**config.mk**
```make
export PLATFORM = sky130hd
export DESIGN_NAME = flags_ula_seq
export DESIGN_NICKNAME = d
export VERILOG_FILES = /design/src/rtl/ula_pkg.sv /design/src/rtl/flags_ula_comb.sv /design/src/rtl/flags_ula_seq.sv
export SDC_FILE = /design/constraint.sdc
export NUM_CORES = 1
export LEC_CHECK = 0
export CAP_MARGIN = 20
export CORE_ASPECT_RATIO = 1.75
export CORE_UTILIZATION = 38
export CTS_BUF_LIST = sky130_fd_sc_hd__clkbuf_2 sky130_fd_sc_hd__clkbuf_4 sky130_fd_sc_hd__clkbuf_8
export DETAILED_ROUTE_END_ITERATION = 10
export HOLD_SLACK_MARGIN = 0.15
export MAX_ROUTING_LAYER = met4
export PLACE_DENSITY = 0.85
export SLEW_MARGIN = 20
export SYNTH_ARGS = -nofsm -noshare
export SYNTH_HDL_FRONTEND = slang
export SYNTH_HIERARCHICAL = 1
export SYNTH_SLANG_ARGS = --single-unit
```
**constraint.sdc**
```tcl
create_clock -name clk -period 1.35 [get_ports clk]
set_input_delay 0.2025 -clock clk [delete_from_list [all_inputs] [get_ports clk]]
set_output_delay 0.2025 -clock clk [all_outputs]
set_load 0.01 [all_outputs]
```
**src/rtl/ula_pkg.sv**
```systemverilog
// ula_pkg: shared constants and types for the ALU flag generator.
//   Sel codes, flag bit positions inside the 5-bit flag vector, and the
//   error-lock FSM state type.
package ula_pkg;
    localparam logic [2:0] SEL_ADD = 3'b000;
    localparam logic [2:0] SEL_SUB = 3'b001;
    localparam logic [2:0] SEL_MUL = 3'b010;
    localparam logic [2:0] SEL_DIV = 3'b011;

    localparam int FLG_Z    = 0;
    localparam int FLG_OV   = 1;
    localparam int FLG_COUT = 2;
    localparam int FLG_ERR  = 3;
    localparam int FLG_R    = 4;
    localparam int NFLAGS   = 5;

    typedef enum logic {ST_RUN, ST_LOCKED} state_t;
endpackage

```
**src/rtl/flags_ula_comb.sv**
```systemverilog
// flags_ula_comb: combinational ALU flag equations.
//   S, B, resto_div : WIDTH-bit result, divisor, remainder
//   Sel             : operation select
//   soma_*, sub_*   : adder carries / subtractor borrows around the MSB
//   multi_sat       : multiplier saturation
//   flags           : {R,ERR,COUT,OV,Z}
module flags_ula_comb
    import ula_pkg::*;
#(
    parameter int WIDTH = 8
) (
    input  logic [WIDTH-1:0]  S,
    input  logic [WIDTH-1:0]  B,
    input  logic [2:0]        Sel,
    input  logic              soma_cmsb,
    input  logic              soma_cout,
    input  logic              sub_bmsb,
    input  logic              sub_bout,
    input  logic [WIDTH-1:0]  resto_div,
    input  logic              multi_sat,
    output logic [NFLAGS-1:0] flags
);
    logic is_div;
    logic div_zero;

    assign is_div   = (Sel == SEL_DIV);
    assign div_zero = is_div && (B == '0);

    always_comb begin
        flags           = '0;
        flags[FLG_Z]    = (S == '0);
        flags[FLG_COUT] = (Sel == SEL_ADD) ? soma_cout :
                          (Sel == SEL_SUB) ? sub_bout  : 1'b0;
        flags[FLG_OV]   = (Sel == SEL_ADD) ? (soma_cmsb ^ soma_cout) :
                          (Sel == SEL_SUB) ? (sub_bmsb ^ sub_bout)   :
                          (Sel == SEL_MUL) ? multi_sat               : 1'b0;
        flags[FLG_ERR]  = div_zero;
        // A remainder is meaningless when the divisor was zero, so R is masked.
        flags[FLG_R]    = is_div && (resto_div != '0) && !div_zero;
    end
endmodule

```
**src/rtl/flags_ula_seq.sv**
```systemverilog
// flags_ula_seq: registered ALU flags with sticky copies, saturating event
// counters and an optional divide-by-zero lock.
//   clk, rst_n         : clock, async active-low reset
//   valid_in/ready_out : accept handshake (ready_out low only while LOCKED)
//   S..multi_sat       : ALU result and side signals, see flags_ula_comb
//   clr_sticky         : clears sticky and both counters
//   ack_err            : releases LOCKED
//   flags/valid_out    : registered {R,ERR,COUT,OV,Z} and its update strobe
//   sticky             : OR-accumulated flags
//   ov_cnt/err_cnt     : saturating counts of accepted OV / ERR ops
//   locked             : FSM is in LOCKED
module flags_ula_seq
    import ula_pkg::*;
#(
    parameter int WIDTH       = 8,
    parameter int CNT_W       = 8,
    parameter bit LOCK_ON_ERR = 1'b1
) (
    input  logic              clk,
    input  logic              rst_n,
    input  logic              valid_in,
    output logic              ready_out,
    input  logic [WIDTH-1:0]  S,
    input  logic [WIDTH-1:0]  B,
    input  logic [2:0]        Sel,
    input  logic              soma_cmsb,
    input  logic              soma_cout,
    input  logic              sub_bmsb,
    input  logic              sub_bout,
    input  logic [WIDTH-1:0]  resto_div,
    input  logic              multi_sat,
    input  logic              clr_sticky,
    input  logic              ack_err,
    output logic [NFLAGS-1:0] flags,
    output logic              valid_out,
    output logic [NFLAGS-1:0] sticky,
    output logic [CNT_W-1:0]  ov_cnt,
    output logic [CNT_W-1:0]  err_cnt,
    output logic              locked
);
    logic [NFLAGS-1:0] new_flags;
    logic              accept;
    state_t            state;
    state_t            state_nx;
    logic [CNT_W-1:0]  ov_base;
    logic [CNT_W-1:0]  err_base;
    logic [CNT_W-1:0]  ov_nx;
    logic [CNT_W-1:0]  err_nx;

    flags_ula_comb #(.WIDTH(WIDTH)) u_comb (
        .S         (S),
        .B         (B),
        .Sel       (Sel),
        .soma_cmsb (soma_cmsb),
        .soma_cout (soma_cout),
        .sub_bmsb  (sub_bmsb),
        .sub_bout  (sub_bout),
        .resto_div (resto_div),
        .multi_sat (multi_sat),
        .flags     (new_flags)
    );

    assign accept = valid_in && ready_out;

    always_ff @(posedge clk or negedge rst_n) begin
        if (!rst_n) state <= ST_RUN;
        else        state <= state_nx;
    end

    always_comb begin
        state_nx = state;
        if (!LOCK_ON_ERR)
            state_nx = ST_RUN;
        else if (state == ST_LOCKED)
            state_nx = ack_err ? ST_RUN : ST_LOCKED;
        else if (accept && new_flags[FLG_ERR])
            state_nx = ST_LOCKED;
    end

    always_comb begin
        ready_out = (state == ST_RUN);
        locked    = (state == ST_LOCKED);
    end

    // Clear is applied first, then the accepted op contributes on top of it.
    always_comb begin
        ov_base  = clr_sticky ? '0 : ov_cnt;
        err_base = clr_sticky ? '0 : err_cnt;
        ov_nx    = (accept && new_flags[FLG_OV]  && ov_base  != '1) ? ov_base  + CNT_W'(1) : ov_base;
        err_nx   = (accept && new_flags[FLG_ERR] && err_base != '1) ? err_base + CNT_W'(1) : err_base;
    end

    always_ff @(posedge clk or negedge rst_n) begin
        if (!rst_n) begin
            flags     <= '0;
            valid_out <= 1'b0;
            sticky    <= '0;
            ov_cnt    <= '0;
            err_cnt   <= '0;
        end else begin
            valid_out <= accept;
            if (accept) flags <= new_flags;
            sticky    <= (clr_sticky ? '0 : sticky) | (accept ? new_flags : '0);
            ov_cnt    <= ov_nx;
            err_cnt   <= err_nx;
        end
    end
endmodule
```
==> out/metrics.yaml, run 1 <==
place:
  dpl_worst_slack_ns: -0.866
  gp_congestion: 0.826
  numPortBuffers: 65
  place_area_sq_mm: 0.00243
  hpwl_mm: 3.16
timing:
  setup-violations-final: 14
  worst_pin_slew_ns: 0.359
  finalCriticalPeriod_ns: 1.58
  hold_viol: 0
  skew_ns: 0.00637
  rsz0062_at_grt: "true"
  setup_ws_ns: -0.235
  finalSetupTns_ns: -1.59
  slew_headroom: 0.760
  final_max_slew_viol_count: 0
  fmax_mhz: 631
  period_share: 1.17
clock_network:
  htreeDepth: 1
  cts_tree: "built"
  clock_latency_ns: 0.27
  cts_root_buf: "clkbuf_8"
  cts_sinks: 28
  cts_made_buffers: 3
  clock_tree.buffer_depth: 2
  cts_hold_buffers: 0
  path_clk_slew_ns: 0.09
grt:
  track_usage: 0.275
  gr-total-overflow: 0
  grt_max_degree: 29
  grt_pass1_wl_mm: 7.45
  grt_pass1_vias: 1623
  antenna_found_initial: 0
synth:
  synth_ff_type: "dfrtp_1"
  syn_area_sq_mm: 0.00141
  ys_ff_latch: 28
  ys_seq_area_frac: 0.498
  synth_warnings: 6
  yosysUniqueCellTypes: 38
  synth-edff-count: 0
  async_flop_share: 1.00
  synth_cells: 143
  syn-num-nets: 180
  avgSynthCellArea_sq_um: 9.84
detailed_routing:
  wirelength_mm: 5.32
  viasPerCell: 5.25
  firstDrtPassIters: 4
  antenna_left: 0
  drt-initial-drc-count: 35
  vias: 1622
  drc: 0
  post_drt_wl_per_cell_um: 17.2
pwr:
  power_density_mw_per_mm2: 588
  switching_share: 0.245
  seq_power_share: 0.532
  p_clk_frac: 0.277
  p_sw_mw: 0.398
  p_int_mw: 1.23
  ir_drop_mv: 0.537
  combPwrFrac: 0.191
  leakage_nw: 1.41
finish:
  ff_latch_area_sq_um: 701
  syn_to_final_growth_pct: 96.8
  nNetsFinal: 303
  n_antenna_cell: 0
  fillers: 203
  multi_input_area_sq_um: 875
  design_area_sq_mm: 0.00277
  drive_gt1_frac: 0.439
floorplan:
  start_util: 0.406
  io_pins: 66
  fp.dieH_um: 82.5
  rows: 28
  die_w_um: 48.0
  core_sq_mm: 0.00347
  dieArea_sq_mm: 0.00396
critical_path:
  r2r-end: "err_cnt[5]"
  cp_slowest_stage_delay_ns: 0.30
  critical_path_required_ns: 1.52
  crit_type: "primary input to flip-flop"
  r2r_cells: 5
  end_kind: "flip-flop"
  rr_startpoint: "locked"
  critPathBufInv: 2
  arrival_ns: 1.75
  critical_path.max_fanout: 2
  crit_chain: "buf_6, nor4_4, nand2_1, nor3_2, buf_4, nand3b_4, nor2_4, and3_4, mux2_4"
  crit_family: "simple AND/OR/NAND/NOR gates"
  ff2ff_setup_slack_ns: -0.15
  start_kind: "primary input"
  cp_num_cells: 9
  crit_slowest_cell: "mux2_4"
worst_hold_path:
  worst_hold_path_type: "primary input to flip-flop"
  worstHoldPathCells: 4
  worstHoldStart: "Sel[1]"
  worstHoldEndpoint: "flags[2]"
run_status:
  violations: "setup timing"
  status: "finished with violations"
job:
  maxCapViolations: 0
routing by layer:
| metal | wire length [um] | part of all wire | global-route usage | vias up |
|---|---|---|---|---|
| met3 | 152 | 0.029 | 0.0217 | 19 |
| met1 | 1920 | 0.36 | 0.295 | 795 |
| met4 | 221 | 0.042 | 0.125 | 0 |
| met5 | 0 | 0 | - | - |
| met2 | 3030 | 0.57 | 0.486 | 61 |
| li1 | - | - | - | 747 |
worst min-delay path, cell delays in order:
cell,delay [ns]
buf_2,0.14
nor3_1,0.06
nand2_1,0.06
nand2_1,0.04
power by group through the flow:
stage	clock, mW	combinational [mW]	sequential [mW]
2_1_floorplan	0	0.0568	0.891
3_3_place_gp	0	0.277	0.881
3_5_place_dp	0	0.283	0.881
4_1_cts	0.443	0.294	0.864
5_1_grt	0.493	0.330	0.869
6_report	0.452	0.311	0.866
kinds of logic after synthesis:
| group | Yosys count | share of synthesized area |
|---|---|---|
| xor+xnor | 5 | 0.0311 |
| mux | 4 | 0.0329 |
| flops | 28 | 0.498 |
| compound gates | 26 | 0.124 |
| simple gates | 69 | 0.282 |
| buf+inv | 11 | 0.0320 |
placed cells by master (no fill, tap or decap), drive strengths merged, types with 3 or more instances in the layout:
cell and n:
buf 70, dfrtp 28, dlygate4sd2 23, nand2 21
clkdlybuf4s50 19, nor2 14, nor3 9, inv 8
o21ai 7, and3 6, clkbuf 6, nor2b 5
a31oi 5, a21oi 5, xnor2 5, nor4 5
clkdlybuf4s15 4, nand3b 3
sequential cells by signal, indices dropped and copies added, names as in the netlist:
name	count
flags	5
ov_cnt	8
sticky	5
valid_out	1
err_cnt	8
locked	1
metrics by stage:
stage	utilization	power, mW	hold WS (ns)	std cells
floorplan	-	0.948	-0.0931	143
global placement	0.701	1.16	0.456	287
detailed placement	0.701	1.16	0.462	287
CTS	0.764	1.60	0.286	304
global route	0.799	1.69	0.295	309
finish	0.799	1.63	0.272	309
repair_timing:
| action | 4_1_cts | 5_1_grt |
|---|---|---|
| endpoints found under the hold margin | 0 | 0 |
| setup buffers | 15 | 5 |
| endpoints found under the setup margin | 47 | 21 |
| gates resized for setup | 117 | 34 |
| cloned | 0 | 0 |
| pin swaps | 25 | 21 |
synth_stat cells (2+ instances only):
cell,count,area (sq um)
nand2_2,2,12.5
clkbuf_1,2,7.51
and3_1,5,31.3
inv_1,7,26.3
a21oi_1,5,25.0
nor2b_1,5,31.3
or4_1,2,15.0
o21bai_1,2,15.0
nor3_1,7,35.0
xnor2_1,5,43.8
nand2_1,19,71.3
nor3_2,2,20.0
dfrtp_1,28,701
nor4_1,4,25.0
mux2i_1,2,20.0
o21ai_0,7,35.0
a31oi_1,5,31.3
nor2_1,14,52.6
worst max-delay path by stage:
stage,start,endpoint,slack (ns)
CTS,soma_cout,ov_cnt[3],-0.19
global route,B[2],err_cnt[5],-0.29
floorplan,B[5],err_cnt[5],-0.27
detailed placement,B[5],err_cnt[5],-0.87
global placement,B[5],err_cnt[5],-0.82
finish,B[2],err_cnt[5],-0.23
layout make-up:
class	count	area share
multi-input combinational	104	0.316
clock buffer	3	0.0149
tap	45	0.0203
timing repair buffer	121	0.383
sequential	28	0.253
inverter	8	0.0126
Note: power is estimated with default switching activity, not from simulation.
==> inputs of run 2 (changes only) <==
--- a/config.mk
+++ b/config.mk
@@ -7,12 +7,13 @@
 export LEC_CHECK = 0
 export CAP_MARGIN = 20
 export CORE_ASPECT_RATIO = 1.75
-export CORE_UTILIZATION = 38
+export CORE_UTILIZATION = 52
 export CTS_BUF_LIST = sky130_fd_sc_hd__clkbuf_2 sky130_fd_sc_hd__clkbuf_4 sky130_fd_sc_hd__clkbuf_8
 export DETAILED_ROUTE_END_ITERATION = 10
+export DONT_BUFFER_PORTS = 1
 export HOLD_SLACK_MARGIN = 0.15
 export MAX_ROUTING_LAYER = met4
-export PLACE_DENSITY = 0.85
+export PLACE_DENSITY = 0.77
 export SLEW_MARGIN = 20
 export SYNTH_ARGS = -nofsm -noshare
 export SYNTH_HDL_FRONTEND = slang
==> out/metrics.yaml, run 2 (synthesis results as in run 1) <==
place:
  numPortBuffers: 0
  gp_congestion: 0.893
  dpl_worst_slack_ns: -0.364
  place_area_sq_mm: 0.00174
  hpwl_mm: 2.72
floorplan:
  die_w_um: 41.3
  fp.dieH_um: 70.8
  io_pins: 66
  rows: 24
  core_sq_mm: 0.00252
  dieArea_sq_mm: 0.00293
  start_util: 0.558
clock_network:
  clock_latency_ns: 0.28
  clock_tree.buffer_depth: 2
  htreeDepth: 1
  cts_tree: "built"
  cts_made_buffers: 3
  path_clk_slew_ns: 0.10
  cts_sinks: 28
  cts_root_buf: "clkbuf_8"
critical_path:
  cpMostUsedCell: "a21oi_1"
  crit_family: "buffers and inverters"
  crit_slowest_cell: "dlygate4sd3_1"
  cp_slowest_stage_delay_ns: 1.02
  arrival_ns: 1.58
  crit_type: "primary input to flip-flop"
  critical_path.max_fanout: 19
  start_kind: "primary input"
  critical_path_required_ns: 1.51
  end_kind: "flip-flop"
  crit_chain: "dlygate4sd3_1, nor2b_1, a21oi_1, a21oi_1"
  critPathBufInv: 1
grt:
  grt_max_degree: 29
  track_usage: 0.289
  gr-total-overflow: 0
  antenna_found_initial: 0
  grt_pass1_vias: 1359
  grt_pass1_wl_mm: 5.75
finish:
  n_antenna_cell: 0
  syn_to_final_growth_pct: 40.5
  design_area_sq_mm: 0.00198
  nNetsFinal: 227
  layout_common_cells: "34 x buf_4, 27 x dfrtp_1, 19 x nand2_1"
  top_regs: "err_cnt: 8 flops, ov_cnt: 8 flops"
  drive_gt1_frac: 0.349
  final_common_cell: "buf_4"
  fillers: 169
  fin_util: 0.784
timing:
  fmax_mhz: 705
  skew_ns: 0.00424
  hold_viol: 0
  worst_pin_slew_ns: 0.754
  setup_ws_ns: -0.0681
  final_max_slew_viol_count: 0
  slew_headroom: 0.496
  period_share: 1.05
  finalCriticalPeriod_ns: 1.42
  rsz0062_at_grt: "true"
  finalSetupTns_ns: -0.254
  setup-violations-final: 6
  whs_ns: 0.144
pwr:
  leakage_nw: 0.913
  power_density_mw_per_mm2: 840
  ir_drop_mv: 1.07
detailed_routing:
  vias: 1284
  firstDrtPassIters: 4
  post_drt_wl_per_cell_um: 18.0
  antenna_left: 0
  drc: 0
  viasPerCell: 5.97
  wirelength_mm: 3.86
  drt-initial-drc-count: 30
job:
  maxCapViolations: 0
run_status:
  violations: "setup timing"
  status: "finished with violations"
worst_hold_path:
  worst_hold_path_type: "primary input to flip-flop"
run 2: report_power, final:
group / internal, mW / switching [mW] / total (mW)
clock network: 0.397 / 0.264 / 0.661
registers: 0.855 / 0.0202 / 0.876
logic: 0.0573 / 0.0679 / 0.125
run 2: cell type report:
class                           count  area, sq um  area share
Tap cell                           26         32.5      0.0164
Clock inverter                      1         30.0      0.0152
Clock buffer                        3         41.3      0.0209
Inverter                            8         30.0      0.0152
Timing Repair Buffer               45          382       0.193
Multi-Input combinational cell    104          761       0.385
Sequential cell                    28          702       0.355
run 2: stage by stage:
| step | std cells | power (mW) |
|---|---|---|
| 2_1_floorplan | 143 | 0.948 |
| 6_report | 215 | 1.66 |
| 4_1_cts | 212 | 1.65 |
| 3_3_place_gp | 200 | 0.966 |
| 5_1_grt | 215 | 1.71 |
| 3_5_place_dp | 200 | 0.970 |
run 2: timing repair:
item,4_1_cts,5_1_grt
pin swaps,6,3
hold buffers,5,1
gates resized for setup,5,9
endpoints found under the hold margin,49,19
buffers inserted,3,2
endpoints found under the setup margin,5,11
run 2: path summary, 6_finish.rpt:
path	slack, ns	end	from	cells past startpoint
min in group asynchronous	0.35	valid_out	rst_n	2
worst min-delay path	0.14	err_cnt[2]	clr_sticky	2
worst min register to register	0.55	flags[3]	flags[3]	2
worst max-delay path	-0.07	ov_cnt[0]	clr_sticky	4
worst max register to register	-0.06	ov_cnt[5]	ov_cnt[2]	5
max in group asynchronous	0.83	ov_cnt[2]	rst_n	2
run 2: worst reg2reg max path: cells and delay by family (launching register included):
family	cells	cell delay, ns
xor gates and xnor gates	1	0.17
and+or+nand+nor	3	0.53
buffers and inverters	1	0.17
DFF	1	0.42
run 2: metal layers:
| metal | vias to the layer above | wire length (um) | global-route usage |
|---|---|---|---|
| met5 | - | 0 | - |
| met4 | 0 | 47 | 0.0860 |
| met3 | 4 | 240 | 0.0533 |
| met2 | 52 | 2210 | 0.519 |
| met1 | 637 | 1370 | 0.288 |
| li1 | 591 | - | - |
